==> src/rtl/packet_grant_mux.sv <==
// Locks onto the source picked by the arbiter's one-hot grant and forwards that
// source's packet through a single registered output stage, then signals fin/ready.
module packet_grant_mux #(
  parameter int N         = 4,
  parameter int W         = 8,
  parameter int MAX_BEATS = 16
) (
  input  logic           clk_i,
  input  logic           rst_ni,
  input  logic [N-1:0]   grant_i,
  output logic           ready_o,
  output logic [N-1:0]   fin_o,
  input  logic [N*W-1:0] s_tdata_i,
  input  logic [N-1:0]   s_tvalid_i,
  input  logic [N-1:0]   s_tlast_i,
  output logic [N-1:0]   s_tready_o,
  output logic [W-1:0]   m_tdata_o,
  output logic           m_tvalid_o,
  output logic           m_tlast_o,
  input  logic           m_tready_i,
  output logic           grant_err_o,
  output logic           len_err_o
);
  localparam int SW = (N > 1) ? $clog2(N) : 1;
  localparam int CW = $clog2(MAX_BEATS + 1);

  typedef enum logic [1:0] {IDLE, LOCK, DRAIN, DONE} state_e;

  state_e        state_q;
  logic [SW-1:0] sel_q;
  logic [CW-1:0] cnt_q;
  logic [W-1:0]  m_tdata_q;
  logic          m_tvalid_q, m_tlast_q;
  logic          grant_err_q, len_err_q;

  logic [SW-1:0] low_idx;
  logic          grant_onehot, out_free, sel_tvalid, sel_tlast, xfer, at_max;
  logic [W-1:0]  sel_tdata;

  // Lowest set bit wins, so a malformed grant still serves a well-defined source.
  always_comb begin
    low_idx = '0;
    for (int i = N - 1; i >= 0; i--)
      if (grant_i[i]) low_idx = SW'(i);
  end

  assign grant_onehot = (grant_i & (grant_i - N'(1))) == '0;
  assign out_free     = !m_tvalid_q || m_tready_i;
  assign sel_tdata    = s_tdata_i[sel_q*W +: W];
  assign sel_tvalid   = s_tvalid_i[sel_q];
  assign sel_tlast    = s_tlast_i[sel_q];
  assign xfer         = (state_q == LOCK) && sel_tvalid && out_free;
  assign at_max       = cnt_q == CW'(MAX_BEATS - 1);

  always_comb begin
    s_tready_o = '0;
    if (state_q == LOCK) s_tready_o[sel_q] = out_free;
  end

  always_comb begin
    fin_o = '0;
    if (state_q == DONE) fin_o[sel_q] = 1'b1;
  end

  assign ready_o     = state_q == IDLE;
  assign m_tdata_o   = m_tdata_q;
  assign m_tvalid_o  = m_tvalid_q;
  assign m_tlast_o   = m_tlast_q;
  assign grant_err_o = grant_err_q;
  assign len_err_o   = len_err_q;

  always_ff @(posedge clk_i or negedge rst_ni) begin
    if (!rst_ni) begin
      state_q     <= IDLE;
      sel_q       <= '0;
      cnt_q       <= '0;
      m_tdata_q   <= '0;
      m_tvalid_q  <= 1'b0;
      m_tlast_q   <= 1'b0;
      grant_err_q <= 1'b0;
      len_err_q   <= 1'b0;
    end else begin
      grant_err_q <= 1'b0;
      len_err_q   <= 1'b0;
      case (state_q)
        IDLE: if (grant_i != '0) begin
          sel_q       <= low_idx;
          grant_err_q <= !grant_onehot;
          state_q     <= LOCK;
        end
        LOCK: begin
          if (xfer) begin
            m_tdata_q  <= sel_tdata;
            m_tvalid_q <= 1'b1;
            m_tlast_q  <= sel_tlast || at_max;
            cnt_q      <= cnt_q + CW'(1);
            // Truncation closes the packet here; leftover source beats stay queued.
            if (sel_tlast || at_max) state_q <= DRAIN;
            if (!sel_tlast && at_max) len_err_q <= 1'b1;
          end else if (m_tready_i) begin
            m_tvalid_q <= 1'b0;
          end
        end
        DRAIN: if (m_tvalid_q && m_tready_i && m_tlast_q) begin
          m_tvalid_q <= 1'b0;
          state_q    <= DONE;
        end
        DONE: begin
          cnt_q   <= '0;
          state_q <= IDLE;
        end
        default: state_q <= IDLE;
      endcase
    end
  end
endmodule

==> config.mk <==
export PLATFORM = sky130hd
export DESIGN_NAME = packet_grant_mux
export DESIGN_NICKNAME = d
export VERILOG_FILES = /design/src/rtl/packet_grant_mux.sv
export SDC_FILE = /design/constraint.sdc
export NUM_CORES = 1
export LEC_CHECK = 0
export ABC_CLOCK_PERIOD_IN_PS = 2000
export BUFFER_PORTS_ARGS = -buffer_cell sky130_fd_sc_hd__buf_4
export CAP_MARGIN = 20
export CORE_ASPECT_RATIO = 0.75
export CORE_MARGIN = 3
export CORE_UTILIZATION = 40
export CTS_CLUSTER_DIAMETER = 200
export DETAILED_ROUTE_END_ITERATION = 12
export PLACE_DENSITY = 0.78
export RECOVER_POWER = 100
export SKIP_LAST_GASP = 1
export SYNTH_ARGS = -nofsm -noshare
export SYNTH_HDL_FRONTEND = slang
export SYNTH_SLANG_ARGS = --single-unit
==> constraint.sdc <==
create_clock -name clk_i -period 2 [get_ports clk_i]
set_clock_uncertainty 0.05 [all_clocks]
set_input_delay 0.3 -clock clk_i [delete_from_list [all_inputs] [get_ports clk_i]]
set_output_delay 0.3 -clock clk_i [all_outputs]
set_load 0.02 [all_outputs]
==> results of run 1 <==
==> stage by stage <==
stage,hold slack [ns],TNS [ns],total power (µW),cell area [µm²]
global route,0.323,-0.317,2900,2070
global placement,0.151,0,2350,2000
CTS,0.293,0,2750,2080
finish,0.302,-0.0792,2720,2070
floorplan,-0.0456,0,1780,1390
detailed placement,0.151,-0.0220,2420,2000
==> cell usage in the layout (no fill, tap or decap), drive strengths merged <==
| cell | instances |
|---|---|
| nand2b | 1 |
| nor3b | 6 |
| dlygate4sd3 | 1 |
| nor3 | 3 |
| a22o | 1 |
| and4 | 1 |
| inv | 5 |
| nand2 | 5 |
| or4b | 1 |
| maj3 | 1 |
| nor2b | 2 |
| clkbuf | 24 |
| mux2i | 3 |
| buf | 64 |
| nand3 | 7 |
| mux2 | 9 |
| ha | 7 |
| o2111ai | 1 |
| nor2 | 5 |
| and3 | 2 |
| dfrtp | 21 |
| nand4 | 1 |
| xor2 | 1 |
| o2bb2ai | 1 |
| o21a | 4 |
| o21ai | 6 |
| o31ai | 1 |
| o211ai | 1 |
| a222oi | 1 |
| mux4 | 10 |
==> flip-flops by register name, summed over array words and instances (netlist names) <==
register,flops
sel_q,2
m_tvalid_o,1
m_tlast_o,1
len_err_o,1
grant_err_o,1
m_tdata_o,8
state_q,2
cnt_q,5
==> logic make-up after synthesis <==
logic type               count (synthesis)
adder cells (fa/ha/maj)                  8
AO/OA/AOI/OAI                           16
AND/OR/NAND/NOR                         34
XOR/XNOR                                 1
flip-flops                              21
multiplexers                            22
buffers and inverters                   11
==> metal layers <==
metal	part of all wire	wire length [µm]
met5	0	0
met4	0.013	51
met2	0.55	2120
met1	0.38	1450
met3	0.059	228
==> power by group through the flow <==
stage / clock (µW) / combinational [µW] / sequential, µW
2_1_floorplan: 0 / 941 / 842
3_3_place_gp: 0 / 1620 / 733
3_5_place_dp: 0 / 1670 / 750
4_1_cts: 280 / 1720 / 747
5_1_grt: 292 / 1840 / 772
6_report: 272 / 1690 / 754
==> layout make-up <==
type | instances | area [µm²] | share of cell area
well taps | 38 | 47.5 | 0.0230
flip-flops and latches | 21 | 527 | 0.254
inverters | 5 | 18.8 | 0.00906
repair buffers | 85 | 587 | 0.283
clock buffers | 4 | 45.0 | 0.0218
multi-input cells | 81 | 846 | 0.408
==> critical path, stage by stage (launching register included) <==
cell       delay [ns]
dfrtp_1          0.38
ha_2             0.21
and3_4           0.19
ha_4             0.12
o2111ai_2        0.12
a222oi_1         0.40
buf_4            0.18
mux2_4           0.29
==> final timing paths <==
check / end / slack, ns / depth (start not counted)
max in group asynchronous: sel_q[0] / 0.37 / 2
max: state_q[1] / -0.07 / 7
min: grant_err_o / 0.30 / 3
max reg2reg: state_q[1] / -0.07 / 7
min in group asynchronous: len_err_o / 0.75 / 2
min reg2reg: m_tdata_o[3] / 0.46 / 1
==> timing repair <==
item	in CTS	in global routing
pin swaps	1	3
hold endpoints to repair	21	0
hold buffers	1	0
endpoints found under the setup margin	5	10
resized for setup	3	9
buffers inserted	1	4
==> key figures, run 1 <==
Drt
  • DR WL/cell: 16.4 µm
  • Final ANT Viol Nets: 0
  • Vias: 1271
  • 1st-pass router iterations: 4
  • WL final: 3840 µm
  • Drt drc: 0
  • DRT iter0 DRCs: 50
  • Via-to-Cell Ratio: 5.43

Floorplan
  • Core area: 3110 µm²
  • Die W: 73.7 µm
  • I/O pin count: 68
  • Chip Height: 56.8 µm
  • Initial core utilization: 0.443
  • Die area: 4190 µm²
  • # rows: 17

Pwr
  • Pleak: 0.000956 µW
  • Peak VDD IR: 727 µV
  • Pint: 1590 µW
  • P_sw: 1130 µW
  • Cell area power density: 1310 nW/µm²
  • Flop pwr share: 0.278
  • Switching part of the total: 0.415
  • Clock Power Share: 0.100
  • Comb pwr share: 0.622

Logic synthesis
  • Synth Area in Compound Gates: 0.0855
  • Main synth FF type: dfrtp_1
  • Ys async rst share: 1.00
  • Mapped cell area: 1380 µm²
  • Synth top area cells: dfrtp_1 (38%), mux4_1 (11%), mux2_2 (6.5%)
  • #FFs+latches synth: 21
  • Syn Area/Cell: 12.2 µm²
  • Unique masters post-synth: 35
  • Post-synthesis simple-gate area fraction: 0.141
  • Post-synthesis cell count: 113
  • Synth Warn #: 0
  • Xor-xnor portion of the synthesized cell area: 0.00636
  • Adder-cell share of the synthesized area: 0.0709
  • Net Count, Synth: 167
  • Post-synth top area share: 0.382
  • Synth top cells by count: dfrtp_1 (21), mux2_2 (8), ha_1 (7)
  • Synth area leader: dfrtp_1
  • Post-synth EDFFs: 0
  • Largest family of logic cells by synthesized area: multiplexers
  • Most common cell in the netlist: dfrtp_1
  • Mux cell area share after synthesis: 0.275
  • Seq/Total Area, Yosys: 0.382

Worst setup path
  • Critical R2R Launch: cnt_q[1]
  • Worst setup path startpoint: cnt_q[1]
  • CP endpoint kind: flip-flop
  • Max FO, Critical Path: 3
  • Critical path arrival: 2.16 ns
  • Crit start category: flip-flop
  • CP required: 2.09 ns
  • Crit path kind: flip-flop to flip-flop

Outcome
  • Status: finished with violations
  • Failing checks: setup timing

Global route
  • First-pass GRT wire length: 5820 µm
  • Met2 Usage GRT: 0.346
  • GRT Total Usage: 0.181
  • Top Usage Layer GRT: met2
  • Vias in the first global route: 1262
  • Largest net degree at the start of global routing: 22
  • M3 GR Usage: 0.0394
  • Antenna violations before repair: 0
  • GR Util met1: 0.203
  • GRT overflow: 0

Timing
  • PnR worst setup slack: -0.0710 ns
  • Final Max Slew Viols: 0
  • # setup viols final: 2
  • RSZ-0062 raised after global routing: yes
  • Final hold vios: 0
  • Worst-case headroom to the max-slew limit: 0.218
  • Max Fclk: 0.483 GHz
  • Clock period minus worst slack: 2.07 ns
  • Tightest Pin Transition: 1.17 ns
  • Tcrit/Tclk final: 1.04

Finish
  • Synth-to-layout area growth: 50.5%
  • Final Non-Filler Cells: 234
  • Core Util, Final: 0.667
  • Antenna diodes: 0
  • Fin nets: 251
  • Filler instances: 267
  • Share of layout cells above drive strength 1: 0.490

CTS
  • H-Tree Depth: 1
  • Clock latency on the worst-skew pair: 0.25 ns
  • Longest Clk Path Bufs: 2
  • TritonCTS buffer count: 3
  • Worst-path clk slew: 0.07 ns
  • CTS tree: built
  • Clk sink count: 21
  • Root Driver: clkbuf_8

Placement
  • Placed insts: 224
  • Setup Slack @ Placement: -0.0220 ns
  • Gpl congestion: 0.767
  • Dpl hpwl: 2960 µm
  • IO Port Bufs: 67

Job
  • Maxcap violations: 0

Hold path
  • Hold path startpoint: grant_i[0]
  • Hold Path Class: primary input to flip-flop
Note: power is estimated with default switching activity, not from simulation.
==> run 2, diff against run 1 <==
- CELL_PAD_IN_SITES_DETAIL_PLACEMENT: not set -> 1
- CELL_PAD_IN_SITES_GLOBAL_PLACEMENT: not set -> 2
- CORE_UTILIZATION: 40 -> 25
- PLACE_DENSITY: 0.78 -> 0.8
==> run 2 against run 1 <==
The run now ends clean; non-clock buffer count is 1 higher; utilization is 24 points lower; combinational power is 5% higher; critical path type unchanged; worst setup slack better by 0.075 ns; worst hold slack better by 0.0017 ns.
==> key figures, run 2 (synthesis results as in run 1) <==
Placement
  • Dpl hpwl: 3590 µm (was 2960 µm)
  • Setup Slack @ Placement: -0.0461 ns (was -0.0220 ns)
  • Gpl congestion: 0.842 (was 0.767)
  • Placed instance area: 2030 µm² (was 2000 µm²)
  • IO Port Bufs: 67 (unchanged)
  • Placed insts: 256 (was 224)

CTS
  • Clk sink count: 21 (unchanged)
  • Clock latency on the worst-skew pair: 0.26 ns (was 0.25 ns)
  • H-Tree Depth: 1 (unchanged)
  • Root Driver: clkbuf_8 (unchanged)
  • TritonCTS buffer count: 3 (unchanged)
  • CTS tree: built (unchanged)
  • Worst-path clk slew: 0.08 ns (was 0.07 ns)
  • Longest Clk Path Bufs: 2 (unchanged)

Hold path
  • Hold path startpoint: grant_i[0] (unchanged)
  • Hold Path Class: primary input to flip-flop (unchanged)
  • Worst Hold Depth: 3 (unchanged)
  • Endpoint, Worst Hold: grant_err_o (unchanged)

Finish
  • Max FFs per register: 8 (unchanged)
  • Share of layout cells above drive strength 1: 0.508 (was 0.490)
  • Antenna diodes: 0 (unchanged)
  • Synth-to-layout area growth: 56.3% (was 50.5%)
  • Final Non-Filler Cells: 269 (was 234)
  • Commonest non-fill, non-tap cell in the layout: buf_4 (unchanged)
  • Fin nets: 252 (was 251)
  • Commonest non-fill, non-tap cells in the layout: buf_4 (71), dfrtp_1 (20), clkbuf_1 (13) (was buf_4 (61), dfrtp_1 (20), clkbuf_1 (17))
  • Final instance area: 2150 µm² (was 2070 µm²)

Pwr
  • Pwr Total: 2810 µW (was 2720 µW)
  • Peak VDD IR: 380 µV (was 727 µV)
  • Cell area power density: 1300 nW/µm² (was 1310 nW/µm²)
  • Pleak: 0.000979 µW (was 0.000956 µW)

Global route
  • Top Usage Layer GRT: met2 (unchanged)
  • GRT overflow: 0 (unchanged)
  • Antenna violations before repair: 0 (unchanged)
  • Met2 Usage GRT: 0.260 (was 0.346)
  • First-pass GRT wire length: 7070 µm (was 5820 µm)
  • Largest net degree at the start of global routing: 22 (unchanged)
  • M3 GR Usage: 0.0258 (was 0.0394)
  • Vias in the first global route: 1403 (was 1262)
  • GRT Total Usage: 0.139 (was 0.181)
  • GR Util met1: 0.164 (was 0.203)

Drt
  • DRT iter0 DRCs: 28 (was 50)
  • 1st-pass router iterations: 4 (unchanged)
  • WL final: 4480 µm (was 3840 µm)
  • Drt drc: 0 (unchanged)
  • Final ANT Viol Nets: 0 (unchanged)
  • Via-to-Cell Ratio: 4.68 (was 5.43)
  • Vias: 1259 (was 1271)
  • DR WL/cell: 16.7 µm (was 16.4 µm)

Timing
  • PnR worst setup slack: 0.00408 ns (was -0.0710 ns)
  • RSZ-0062 raised after global routing: yes (unchanged)
  • Tcrit/Tclk final: 0.998 (was 1.04)
  • Final Max Slew Viols: 0 (unchanged)
  • Clock period minus worst slack: 2.00 ns (was 2.07 ns)
  • # setup viols final: 0 (was 2)
  • Max Fclk: 0.501 GHz (was 0.483 GHz)
  • Tightest Pin Transition: 1.25 ns (was 1.17 ns)
  • Worst-case headroom to the max-slew limit: 0.169 (was 0.218)
  • Final hold vios: 0 (unchanged)

Worst setup path
  • Critical R2R Launch: cnt_q[1] (unchanged)
  • Critical path arrival: 2.09 ns (was 2.16 ns)
  • R2R setup slack: 0.004 ns (was -0.07 ns)
  • Reg-to-Reg End: state_q[1] (unchanged)
  • CP required: 2.10 ns (was 2.09 ns)
  • CP endpoint kind: flip-flop (unchanged)
  • Max FO, Critical Path: 2 (was 3)
  • Worst R2R Path Depth: 7 (unchanged)
  • Crit path kind: flip-flop to flip-flop (unchanged)
  • Crit start category: flip-flop (unchanged)

Floorplan
  • Die area: 6440 µm² (was 4190 µm²)
  • I/O pin count: 68 (unchanged)
  • Chip Height: 70.3 µm (was 56.8 µm)
  • Core area: 5090 µm² (was 3110 µm²)
  • # rows: 22 (was 17)
  • Initial core utilization: 0.270 (was 0.443)
  • Die W: 91.7 µm (was 73.7 µm)

Job
  • Maxcap violations: 0 (unchanged)

Outcome
  • Status: finished clean (was finished with violations)
[run 2: cell count changes in the layout (fill, tap and decap cells not counted), sizes merged]
cell    change
buf         +8
clkbuf      -8
clkinv      +1
[run 2: critical path: stages, from the launching register on]
cell	delay, ns
dfrtp_1	0.36
ha_2	0.19
and3_4	0.19
ha_4	0.14
o2111ai_4	0.11
a222oi_1	0.36
buf_4	0.18
mux2_4	0.29
[run 2: cell type report]
| cell class | count | area, µm² |
|---|---|---|
| Multi-Input combinational cell | 81 | 857 |
| Timing Repair Buffer | 86 | 612 |
| Tap cell | 72 | 90.1 |
| Clock inverter | 1 | 5.00 |
| Sequential cell | 21 | 527 |
| Clock buffer | 3 | 41.3 |
| Fill cell | 567 | 2940 |
| Inverter | 5 | 18.8 |
[run 2: worst max-delay path by stage]
stage | endpoint | cells after the start | slack, ns | start
CTS | s_tready_o[2] | 5 | -0.002 | state_q[1]
detailed placement | state_q[1] | 6 | -0.05 | cnt_q[0]
global placement | state_q[1] | 6 | 0.04 | cnt_q[0]
global route | state_q[1] | 7 | -0.09 | cnt_q[1]
floorplan | s_tready_o[0] | 5 | 0.03 | state_q[1]
finish | state_q[1] | 7 | 0.004 | cnt_q[1]
[run 2: repair_timing]
action,4_1_cts,5_1_grt
hold buffers,1,0
pin swaps,3,4
buffers inserted,3,5
gates resized for setup,3,8
endpoints found under the hold margin,21,0
setup endpoints to repair,2,8
[run 2: stage by stage]
stage | hold slack, ns | setup TNS (ns) | util
after floorplan | -0.0456 | 0 | -
after global placement | 0.153 | 0 | 0.399
after detailed placement | 0.162 | -0.0461 | 0.399
after CTS | 0.293 | -0.00231 | 0.416
after global routing | 0.307 | -0.141 | 0.422
final | 0.304 | 0 | 0.422
[run 2: where the power goes]
group	switching, µW	internal, µW
logic	892	885
registers	141	606
clock network	142	139
total	1180	1630
[run 2: layer usage]
| layer | part of all wire | vias up |
|---|---|---|
| li1 | - | 601 |
| met3 | 0.019 | 2 |
| met2 | 0.56 | 14 |
| met1 | 0.41 | 642 |
| met5 | 0 | - |
| met4 | 0.0076 | 0 |
==> run 3, diff against run 2 <==
- CORE_ASPECT_RATIO: 0.75 -> 1.1
==> run 3 against run 2 <==
Sequential share of layout area grew 0.24 points; flip-flop and latch count stayed put; clock-buffer cell count unchanged; power is 3.6% lower; critical path type unchanged; largest cell class unchanged.
==> key figures, run 3 (synthesis results as in run 1) <==
Pwr
  • Comb pwr share: 0.625 (was 0.634)
  • Peak VDD IR: 442 µV (was 380 µV)
  • Pleak: 0.000958 µW (was 0.000979 µW)
  • Cell area power density: 1270 nW/µm² (was 1300 nW/µm²)
  • P_sw: 1150 µW (was 1180 µW)
  • Clock Power Share: 0.104 (was 0.100)
  • Pint: 1550 µW (was 1630 µW)
  • Switching part of the total: 0.425 (was 0.419)
  • Flop pwr share: 0.271 (was 0.266)

Worst setup path
  • Top delay family on crit path: compound AO/OA/AOI/OAI gates (unchanged)
  • R2R setup slack: 0.001 ns (was 0.004 ns)
  • Peak per-stage delay on the critical path: 0.45 ns (was 0.36 ns)
  • Crit-path cells: ha_2 -> and3_4 -> ha_4 -> o2111ai_4 -> a222oi_1 -> mux2_2 (was ha_2 -> and3_4 -> ha_4 -> o2111ai_4 -> a222oi_1 -> buf_4 -> mux2_4)
  • Critical path arrival: 2.09 ns (about the same)
  • Crit start category: flip-flop (unchanged)
  • Worst path bufs/invs: 0 (was 1)
  • CP endpoint kind: flip-flop (unchanged)
  • Max FO, Critical Path: 2 (unchanged)
  • Slowest-stage cell, CP: a222oi_1 (was dfrtp_1)
  • CP required: 2.09 ns (was 2.10 ns)
  • Crit path kind: flip-flop to flip-flop (unchanged)

Finish
  • Synth-to-layout area growth: 54.4% (was 56.3%)
  • Share of layout cells above drive strength 1: 0.479 (was 0.508)
  • Commonest non-fill, non-tap cells in the layout: buf_4 (64), dfrtp_1 (21), clkbuf_1 (16) (was buf_4 (71), dfrtp_1 (20), clkbuf_1 (13))
  • Final Non-Filler Cells: 266 (was 269)
  • Commonest non-fill, non-tap cell in the layout: buf_4 (unchanged)
  • Fin nets: 249 (was 252)
  • Filler instances: 588 (was 567)
  • Antenna diodes: 0 (unchanged)
  • Max FFs per register: 8 (unchanged)

Timing
  • PnR worst setup slack: 0.00133 ns (was 0.00408 ns)
  • Worst-case headroom to the max-slew limit: 0.185 (was 0.169)
  • Tcrit/Tclk final: 0.999 (was 0.998)
  • Final Max Slew Viols: 0 (unchanged)
  • Tightest Pin Transition: 1.22 ns (was 1.25 ns)
  • Final hold vios: 0 (unchanged)
  • # setup viols final: 0 (unchanged)
  • Max Fclk: 0.500 GHz (was 0.501 GHz)
  • Clock period minus worst slack: 2.00 ns (about the same)
  • RSZ-0062 raised after global routing: yes (unchanged)

Hold path
  • Hold Path Class: primary input to flip-flop (unchanged)

Drt
  • WL final: 4350 µm (was 4480 µm)
  • Final ANT Viol Nets: 0 (unchanged)
  • DR WL/cell: 16.3 µm (was 16.7 µm)
  • Via-to-Cell Ratio: 4.71 (was 4.68)
  • 1st-pass router iterations: 4 (unchanged)
  • Vias: 1252 (was 1259)
  • DRT iter0 DRCs: 65 (was 28)
  • Drt drc: 0 (unchanged)

Floorplan
  • Core area: 5170 µm² (was 5090 µm²)
  • Chip Height: 83.8 µm (was 70.3 µm)
  • Initial core utilization: 0.266 (was 0.270)
  • Die W: 76.7 µm (was 91.7 µm)
  • # rows: 27 (was 22)
  • I/O pin count: 68 (unchanged)
  • Die area: 6430 µm² (was 6440 µm²)

CTS
  • Clock latency on the worst-skew pair: 0.26 ns (about the same)
  • Clk sink count: 21 (unchanged)
  • CTS tree: built (unchanged)
  • Root Driver: clkbuf_8 (unchanged)
  • Worst-path clk slew: 0.08 ns (about the same)
  • TritonCTS buffer count: 3 (unchanged)
  • H-Tree Depth: 1 (unchanged)
  • Longest Clk Path Bufs: 2 (unchanged)

Placement
  • IO Port Bufs: 67 (unchanged)
  • Setup Slack @ Placement: -0.0395 ns (was -0.0461 ns)
  • Gpl congestion: 0.743 (was 0.842)
  • Dpl hpwl: 3560 µm (was 3590 µm)
  • Placed insts: 255 (was 256)

Global route
  • Antenna violations before repair: 0 (unchanged)
  • Vias in the first global route: 1413 (was 1403)
  • Largest net degree at the start of global routing: 22 (unchanged)
  • GRT Total Usage: 0.137 (was 0.139)
  • First-pass GRT wire length: 6980 µm (was 7070 µm)
  • GRT overflow: 0 (unchanged)

Outcome
  • Status: finished clean (unchanged)

Job
  • Maxcap violations: 0 (unchanged)
[run 3: layer usage]
metal / track usage / share of wire
met4: 0.0395 / 0.0087
met2: 0.266 / 0.59
met5: 0 / 0
met3: 0.0205 / 0.033
met1: 0.151 / 0.37
[run 3: layout make-up]
class                   count  area, µm²  area share
repair buffers             83        586       0.276
multi-input cells          81        858       0.404
clock buffers               3       41.3      0.0194
well taps                  72       90.1      0.0424
clock inverters             1       5.00     0.00236
flip-flops and latches     21        526       0.247
inverters                   5       18.8     0.00883
[run 3: timing repair]
action | CTS | global route
endpoints found under the hold margin | 21 | 0
setup buffers | 3 | 3
setup endpoints to repair | 6 | 8
cloned | 0 | 0
pin swaps | 4 | 3
hold buffers | 1 | 0
resized for setup | 7 | 7
[run 3: final timing paths]
path	from	to	cells past startpoint
setup / recovery	cnt_q[0]	state_q[1]	6
hold / removal	grant_i[1]	sel_q[1]	3
setup reg to reg	cnt_q[0]	state_q[1]	6
hold reg to reg	m_tdata_o[1]	m_tdata_o[1]	1
max in group asynchronous	rst_ni	m_tdata_o[2]	2
min in group asynchronous	rst_ni	m_tdata_o[5]	2
[run 3: per-stage QoR]
stage	hold slack, ns	setup TNS (ns)	utilization	area, µm²	power (µW)
2_1_floorplan	-0.0456	0	-	1390	1780
3_3_place_gp	0.160	0	0.392	2020	2350
3_5_place_dp	0.160	-0.0395	0.392	2020	2440
4_1_cts	0.292	-0.0404	0.412	2130	2780
5_1_grt	0.306	-0.376	0.411	2120	2920
6_report	0.298	0	0.411	2120	2700
[run 3: worst register-to-register path: stages, from the launching register on]
cell       delay, ns
dfrtp_1         0.36
ha_2            0.19
and3_4          0.19
ha_4            0.14
o2111ai_4       0.11
a222oi_1        0.45
mux2_2          0.39
[run 3: power groups by stage]
stage               Clock (µW)  Combinational, µW  Sequential [µW]
detailed placement           0               1690              743
global route               315               1840              765
finish                     281               1690              732
global placement             0               1620              727
floorplan                    0                941              842
CTS                        296               1750              735
